[config.mk]
export PLATFORM = sky130hd
export DESIGN_NAME = bcd_countdown_timer
export DESIGN_NICKNAME = d
export VERILOG_FILES = /design/src/rtl/bcd_pkg.sv /design/src/rtl/bcd_down_digit.sv /design/src/rtl/bcd_countdown_timer.sv
export SDC_FILE = /design/constraint.sdc
export NUM_CORES = 1
export LEC_CHECK = 0
export CAP_MARGIN = 20
export CORE_MARGIN = 3
export CORE_UTILIZATION = 55
export DETAILED_ROUTE_END_ITERATION = 8
export PLACE_DENSITY_LB_ADDON = 0.1
export SETUP_SLACK_MARGIN = 0.5
export SLEW_MARGIN = 40
export SYNTH_ARGS = -nofsm -noshare
export SYNTH_HDL_FRONTEND = slang
export SYNTH_SLANG_ARGS = --single-unit
[constraint.sdc]
create_clock -name i_CLK -period 6.1 [get_ports i_CLK]
set_clock_uncertainty 0.15 [all_clocks]
set_input_delay 0.915 -clock i_CLK [delete_from_list [all_inputs] [get_ports i_CLK]]
set_output_delay 0.915 -clock i_CLK [all_outputs]
set_load 0.02 [all_outputs]
[src/rtl/bcd_pkg.sv]
// Shared definitions for the BCD countdown timer: state encoding, digit
// width and the per-mode digit maximum.
package bcd_pkg;

  localparam int DIGIT_W = 4;

  typedef enum logic [1:0] {
    ST_IDLE    = 2'd0,
    ST_RUN     = 2'd1,
    ST_PAUSED  = 2'd2,
    ST_EXPIRED = 2'd3
  } state_e;

  // Hex displays use the full nibble; everything else counts in decimal.
  function automatic logic [DIGIT_W-1:0] digit_max_f(input logic hex_mode);
    return hex_mode ? 4'd15 : 4'd9;
  endfunction

  function automatic logic [DIGIT_W-1:0] clamp_digit(input logic [DIGIT_W-1:0] value,
                                                     input logic [DIGIT_W-1:0] max);
    return (value > max) ? max : value;
  endfunction

endpackage

[src/rtl/bcd_down_digit.sv]
// One down-counting digit. Decrements when a borrow arrives from the digit
// below, wraps 0 -> DIGIT_MAX and passes the borrow upward combinationally.
module bcd_down_digit
  import bcd_pkg::*;
#(
  parameter logic [DIGIT_W-1:0] DIGIT_MAX = 4'd9
) (
  input  logic               i_CLK,
  input  logic               i_RST_N,
  input  logic               i_load,
  input  logic [DIGIT_W-1:0] i_load_value,
  input  logic               i_borrow_in,
  output logic [DIGIT_W-1:0] o_digit,
  output logic               o_borrow_out,
  output logic               o_is_zero
);

  logic [DIGIT_W-1:0] digit_q, digit_d;

  // Next digit value: load (clamped) has precedence over a borrow.
  always_comb begin
    digit_d = digit_q;
    if (i_load) begin
      digit_d = clamp_digit(i_load_value, DIGIT_MAX);
    end else if (i_borrow_in) begin
      digit_d = (digit_q == '0) ? DIGIT_MAX : digit_q - 1'b1;
    end
  end

  // Digit register.
  always_ff @(posedge i_CLK or negedge i_RST_N) begin
    if (!i_RST_N) begin
      digit_q <= '0;
    end else begin
      digit_q <= digit_d;
    end
  end

  assign o_digit      = digit_q;
  assign o_is_zero    = (digit_q == '0);
  assign o_borrow_out = i_borrow_in & o_is_zero;

endmodule

[src/rtl/bcd_countdown_timer.sv]
// Cascaded BCD/hex countdown timer with load, start/pause and a one-cycle
// terminal-count pulse.
//
//   state      | meaning
//   -----------+------------------------------------------
//   ST_IDLE    | loaded or reset, not counting
//   ST_RUN     | counting on each tick
//   ST_PAUSED  | value held, waiting for start
//   ST_EXPIRED | reached zero and stopped
//
// NUM_DIGITS is meant for 1..8.
module bcd_countdown_timer
  import bcd_pkg::*;
#(
  parameter int    NUM_DIGITS   = 4,
  parameter string DISPLAY_MODE = "DECIMAL",
  parameter bit    AUTO_RELOAD  = 1'b0
) (
  input  logic                          i_CLK,
  input  logic                          i_RST_N,
  input  logic                          i_LOAD,
  input  logic [NUM_DIGITS*DIGIT_W-1:0] i_LOAD_VALUE,
  input  logic                          i_START,
  input  logic                          i_PAUSE,
  input  logic                          i_TICK,
  output logic [NUM_DIGITS*DIGIT_W-1:0] o_COUNT,
  output logic                          o_BUSY,
  output logic                          o_DONE,
  output logic                          o_EXPIRED
);

  localparam int CW = NUM_DIGITS * DIGIT_W;
  localparam logic [DIGIT_W-1:0] DIGIT_MAX = digit_max_f(DISPLAY_MODE == "HEXADECIMAL");

  state_e          state_q, state_d;
  logic            done_q, done_d;
  logic [CW-1:0]   reload_q, reload_d;

  logic [CW-1:0]         preset_clamped;
  logic [CW-1:0]         digit_load_value;
  logic [CW-1:0]         count;
  logic [NUM_DIGITS-1:0] is_zero;
  logic [NUM_DIGITS:0]   borrow;
  logic                  digit_load;
  logic                  use_reload;
  logic                  dec_en;
  logic                  upper_zero;
  logic                  count_zero;
  logic                  count_is_one;
  logic                  reload_zero;
  logic                  unused_borrow;

  // Clamp the preset digit-wise so the reload register never holds an
  // out-of-range digit.
  always_comb begin
    preset_clamped = '0;
    for (int i = 0; i < NUM_DIGITS; i++) begin
      preset_clamped[i*DIGIT_W +: DIGIT_W] = clamp_digit(i_LOAD_VALUE[i*DIGIT_W +: DIGIT_W], DIGIT_MAX);
    end
  end

  assign digit_load_value = use_reload ? reload_q : preset_clamped;
  assign borrow[0]        = dec_en;

  genvar g;
  generate
    for (g = 0; g < NUM_DIGITS; g++) begin : g_digit
      bcd_down_digit #(
        .DIGIT_MAX (DIGIT_MAX)
      ) u_digit (
        .i_CLK        (i_CLK),
        .i_RST_N      (i_RST_N),
        .i_load       (digit_load),
        .i_load_value (digit_load_value[g*DIGIT_W +: DIGIT_W]),
        .i_borrow_in  (borrow[g]),
        .o_digit      (count[g*DIGIT_W +: DIGIT_W]),
        .o_borrow_out (borrow[g+1]),
        .o_is_zero    (is_zero[g])
      );
    end
  endgenerate

  // The top digit's borrow would signal underflow, which the FSM prevents.
  assign unused_borrow = borrow[NUM_DIGITS];

  // Zero detect on the digits above digit 0, for the terminal "count = 1" test.
  always_comb begin
    upper_zero = 1'b1;
    for (int i = 1; i < NUM_DIGITS; i++) begin
      upper_zero = upper_zero & is_zero[i];
    end
  end

  assign count_zero   = &is_zero;
  assign count_is_one = upper_zero && (count[DIGIT_W-1:0] == 4'd1);
  assign reload_zero  = (reload_q == '0);

  // Next-state, reload register and digit-control decode.
  always_comb begin
    state_d    = state_q;
    done_d     = 1'b0;
    reload_d   = reload_q;
    digit_load = 1'b0;
    use_reload = 1'b0;
    dec_en     = 1'b0;

    if (i_LOAD) begin
      reload_d   = preset_clamped;
      digit_load = 1'b1;
      state_d    = ST_IDLE;
    end else if (i_START && (state_q != ST_RUN)) begin
      if (state_q == ST_EXPIRED) begin
        // An empty reload register cannot run; report expiry again instead.
        if (reload_zero) begin
          done_d = 1'b1;
        end else begin
          digit_load = 1'b1;
          use_reload = 1'b1;
          state_d    = ST_RUN;
        end
      end else if (count_zero) begin
        state_d = ST_EXPIRED;
        done_d  = 1'b1;
      end else begin
        state_d = ST_RUN;
      end
    end else if (i_PAUSE && (state_q == ST_RUN)) begin
      state_d = ST_PAUSED;
    end else if (i_TICK && (state_q == ST_RUN)) begin
      if (count_is_one) begin
        done_d = 1'b1;
        if (AUTO_RELOAD && !reload_zero) begin
          digit_load = 1'b1;
          use_reload = 1'b1;
        end else begin
          dec_en  = 1'b1;
          state_d = ST_EXPIRED;
        end
      end else if (!count_zero) begin
        dec_en = 1'b1;
      end
    end
  end

  // State, done pulse and reload register.
  always_ff @(posedge i_CLK or negedge i_RST_N) begin
    if (!i_RST_N) begin
      state_q  <= ST_IDLE;
      done_q   <= 1'b0;
      reload_q <= '0;
    end else begin
      state_q  <= state_d;
      done_q   <= done_d;
      reload_q <= reload_d;
    end
  end

  assign o_COUNT   = count;
  assign o_BUSY    = (state_q == ST_RUN);
  assign o_EXPIRED = (state_q == ST_EXPIRED);
  assign o_DONE    = done_q;

endmodule

======== Yosys cells after proc, flatten, opt, wreduce, memory -nomap -nowiden ========
Index checks and enable logic that the tools add are counted.
word-level totals
  register bits ........................... 35
  output and inout port bits .............. 19
operators by class
  $add $sub $neg .......................... 4
  $lt $le $gt $ge ......................... 8
  equal/unequal tests ..................... 5
  multiplexer cells ....................... 48
  bitwise gates (word level) .............. 5
  reduce and logical (&&, ||, !) cells .... 17
operators by type and width
  kind                 count
  $mux 4               20
  $gt 4x4->1 const B   8
  $mux 1               19
  $logic_not 16->1     1
  $logic_not 4->1      4
  $mux 16              1
  $mux 2               8
  $sub 4x1->4 const B  4
  $reduce_bool 2->1    4
  $reduce_bool 4->1    2
  $and 1x1->1          5
  $eq 4x1->1 const B   1
  $logic_and 1x1->1    4
  $ne 4x4->1 const B   1
  $reduce_and 4->1     1
  $reduce_and 3->1     1
  $eq 2x1->1 const B   1
  $eq 2x2->1 const B   1
  $ne 2x1->1 const B   1

======== Longest topological paths before layout ========
  word-level depth ........................ 14
  depth in mapped cells ................... 7

======== Hierarchy ========
Synthesis repeated with hierarchy kept, for this count alone.
second synthesis, totals
  cell total of the unflattened synthesis .. 199
  area total of the unflattened synthesis .. 2173.3 sq um
by module, submodules not included
  module               times used  cells an instance  area an instance (sq um)  sequential area each (sq um)
  bcd_countdown_timer  1           103                1202.4                    475.5
  bcd_down_digit       4           24                 242.7                     100.1

======== Worst setup path after synthesis ========
Ideal clock, no wire load.
  path kind ............................... input port to flip-flop
  start point ............................. in i_TICK
  end point ............................... reg g_digit[2].u_digit.digit_q[2]
  library setup time ...................... 92 ps
  arrival ................................. 2011 ps
  setup slack ............................. 3847 ps
  stages on the path ...................... 6
  buffers on the path ..................... 2
  cell sequence ........................... and3b_1 > buf_2 > nand4_2 > buf_2 > o311a_1 > o31ai_2
on the way
  cells in the longest elaborated chain, start to end .. 8
ends and longest elaborated chain
  item                         RTL line                    text
  start: declaration           bcd_countdown_timer.sv:25   input logic i_TICK,
  $logic_and 1x1->1            bcd_countdown_timer.sv:129  end else if (i_TICK && (state_q == ST_RUN)) begin
  $mux 1                       bcd_countdown_timer.sv:129
  $mux 1                       bcd_countdown_timer.sv:127  end else if (i_PAUSE && (state_q == ST_RUN)) begin
  $mux 1                       bcd_countdown_timer.sv:111  end else if (i_START && (state_q != ST_RUN)) begin
  $mux 1                       bcd_countdown_timer.sv:107  if (i_LOAD) begin
  $and 1x1->1 (2 in a row)     bcd_down_digit.sv:41        assign o_borrow_out = i_borrow_in & o_is_zero;
  $reduce_bool 2->1 (no line)  n/a
  end signal: assignment       bcd_down_digit.sv:35        digit_q <= digit_d;
  end: declaration             bcd_down_digit.sv:18        logic [DIGIT_W-1:0] digit_q, digit_d;
No other way between the ends.
A chain may end at the register's enable or synchronous reset.

======== Worst setup path after layout ========
  start point ............................. in i_PAUSE
  end point ............................... reg g_digit[3].u_digit.digit_q[2]
on the way
  cells in the longest elaborated chain, start to end .. 8
ends and longest elaborated chain
  item                         RTL line                    text
  start: declaration           bcd_countdown_timer.sv:24   input logic i_PAUSE,
  $logic_and 1x1->1            bcd_countdown_timer.sv:127
  $mux 1                       bcd_countdown_timer.sv:127
  $mux 1                       bcd_countdown_timer.sv:111
  $mux 1                       bcd_countdown_timer.sv:107
  $and 1x1->1 (3 in a row)     bcd_down_digit.sv:41
  $reduce_bool 2->1 (no line)  n/a
  end signal: assignment       bcd_down_digit.sv:35
  end: declaration             bcd_down_digit.sv:18
No other way between the ends.

==> results.md <==
* R2R Path Start: reload_q[1]
* Post-synth top area cell: dfrtp_1
* Area growth, synth to finish at 25.2%
* Pin count of the biggest net entering global routing at 42
* Final setup fails at 0
* Die span in y at 65.7 um
* Pwr/cell area at 217 nW/um^2
* Top-count cell post-synth: dfrtp_1
* Top FF cell, synth: dfrtp_1
* H-Tree Depth at 2
* Worst path cell trace: clkdlybuf4s50_1 > nor2_1 > nand4_2 > or4_4 > mux2i_1 > a21oi_1
* Total grt overflow at 0
* DP Area at 2400 um^2
* Layout Cells excl Fill at 305
* Rows at 21
* Hold crit path type: reg2reg
* GP Congestion at 0.847
* Kind of critical path: in2reg
* Antenna fix cells at 0
* Commonest cells in the netlist: dfrtp_1, nor2_1, o21ai_0
* Drt wl/cell at 15.2 um
* CTS Sinks at 35
* Max cap viols at 0
* Netlist cell types at 48
* Setup TNS Final at 0 ns
* Largest family of logic cells by synthesized area: simple AND/OR/NAND/NOR gates
* Post-synth EDFFs at 0
* CP Data Required Time at 6.11 ns
* Initial drt markers at 113
* Power consumption at 0.000531 W
* Worst-Skew Late Latency at 0.32 ns
* Ranking of synthesized cells by area: dfrtp_1, o21ai_0, nor2_1, nand2_1, inv_1
* Fin crit period at 2.81 ns
* Max VDD drop at 0.000210 V
* Status: completed
* Core area at 3390 um^2
* Port buffer count at 40
* Clk slew on worst S/H paths at 0.09 ns
* Share of cells above drive strength 1 at 0.0772
* CP max FO at 12
* Max transition margin at 0.452
* DRC at 0
* Die Area at 4310 um^2
* Worst Setup SP: i_PAUSE
* CP max stage delay at 0.52 ns
* Yosys reg bits at 35
* DRT Wirelength at 4620 um
* Final worst-path cycle share at 0.460
* CP arrival at 2.82 ns
* Post-cts resize count at 0
* Final Max Slew Viols at 0
* Routed Antenna Nets at 0
* CTS tree: done
* Synth Instances at 218
* NumNets Final at 281
* Synthesized area at 1960 um^2
* Detail Placement HPWL at 3350 um
* Initial antenna violation count at 0
* First-pass GRT wire length at 7830 um
* Top-area cell type share of the netlist area at 0.447
* Crit. End Element: register
* IO Count at 41
* DIE WIDTH at 65.7 um
* Seq/Total Area, Yosys at 0.447
* Slowest-stage cell, CP: or4_4
* Pre-antenna DRT Iters at 6
* CP Launch Type: input port
* Initial Util at 0.578
* Synth Area in Compound Gates at 0.224
* TritonCTS Buffers at 5
* Hold buffer count at CTS at 0
* CTS Buffer Depth at 2
* Adder-cell share of the synthesized area at 0
* Hold depth at 2
* # placed instances at 298
* Number of post-CTS setup repair buffers at 0
* Finished Core Util at 0.724
* XOR/XNOR Fraction of Synth Area at 0.00895
* Final Hold Vio Count at 0
* GR Util All Layers at 0.232
* RSZ-0062 raised after global routing: no
* Pleak at 0.989 nW
* Vias per cell at 5.97
* Hold path startpoint: reload_q[0]
* Post-synthesis mux area share at 0.0217
* Design area at 2450 um^2
* Number of global-route vias before repair at 1763
* Async SR Flop Fraction at 1.00
* Mean area per synthesized cell at 8.98 um^2
* F_max at 356 MHz
* Post-synthesis simple-gate area fraction at 0.249
* Vias at 1822
* CTS root buffer: clkbuf_4
* Worst Max-Slew Pin Slew at 0.822 ns
* Worst Reg2Reg Path Length in Cells at 5
* Synth warn at 0
* Syn Nets at 240
## path summary, 6_finish.rpt
kind	endpoint	slack [ns]
worst max-delay path	g_digit[3].u_digit.o_digit[2]	3.29
worst min-delay path	reload_q[0]	0.38
worst max register to register	g_digit[2].u_digit.o_digit[1]	3.75
worst min register to register	reload_q[0]	0.38
max in group asynchronous	reload_q[4]	4.64
min in group asynchronous	o_DONE	0.84
## critical path, delay by kind of cell
family	cells	cell delay (ns)
AOI/OAI and AO/OA	1	0.09
buffers and inverters	1	0.46
muxes	1	0.17
and+or+nand+nor	3	1.18
## stage by stage
step	hold slack [ns]	setup slack [ns]
CTS	0.385	3.34
detailed placement	0.364	3.00
finish	0.379	3.29
global route	0.422	3.22
floorplan	0.328	3.85
global placement	0.359	3.07
## power breakdown
group,switching (W),internal (W)
logic,0.0000636,0.0000619
registers,0.0000282,0.000253
clock network,0.0000712,0.0000534
## layer usage
layer / vias to the layer above / routed length (um) / global-route usage
met1: 870 / 2190 / 0.301
met3: 7 / 221 / 0.0462
li1: 885 / - / -
met4: 0 / 63 / 0.0881
met5: - / 0 / 0
met2: 60 / 2150 / 0.380
## state kept, by name, summed over array words and instances, names as in the netlist
register and count:
state_q 2, reload_q 16, o_DONE 1, g_digit.u_digit.o_digit 16
## cells by family after synthesis
| logic type | after synthesis |
|---|---|
| compound gates | 66 |
| mux | 4 |
| simple gates | 87 |
| xor+xnor | 2 |
| flops | 35 |
| buf+inv | 24 |
## cells in the final DEF (no fill, tap or decap), drive strengths merged, types with 3 or more instances in the layout
master and instances:
and2 3, a211oi 4, or4 3, dfrtp 35
o31ai 7, clkbuf 6, nor2b 5, nand3 3
nand2 17, a21oi 11, nor3 5, clkdlybuf4s50 40
a31oi 3, inv 15, nand4 5, nor4 9
nor2 22, o21a 3, a2bb2oi 5, o21ai 20
and3 3, nand3b 4
## area by class of cell
cell class,instances,area [um^2]
Clock buffer,6,51.3
Clock inverter,1,5.00
Fill cell,267,937
Inverter,16,60.1
Multi-Input combinational cell,159,987
Sequential cell,35,876
Tap cell,46,57.6
Timing Repair Buffer,42,415
No activity file was read; power rests on OpenSTA's default activity.
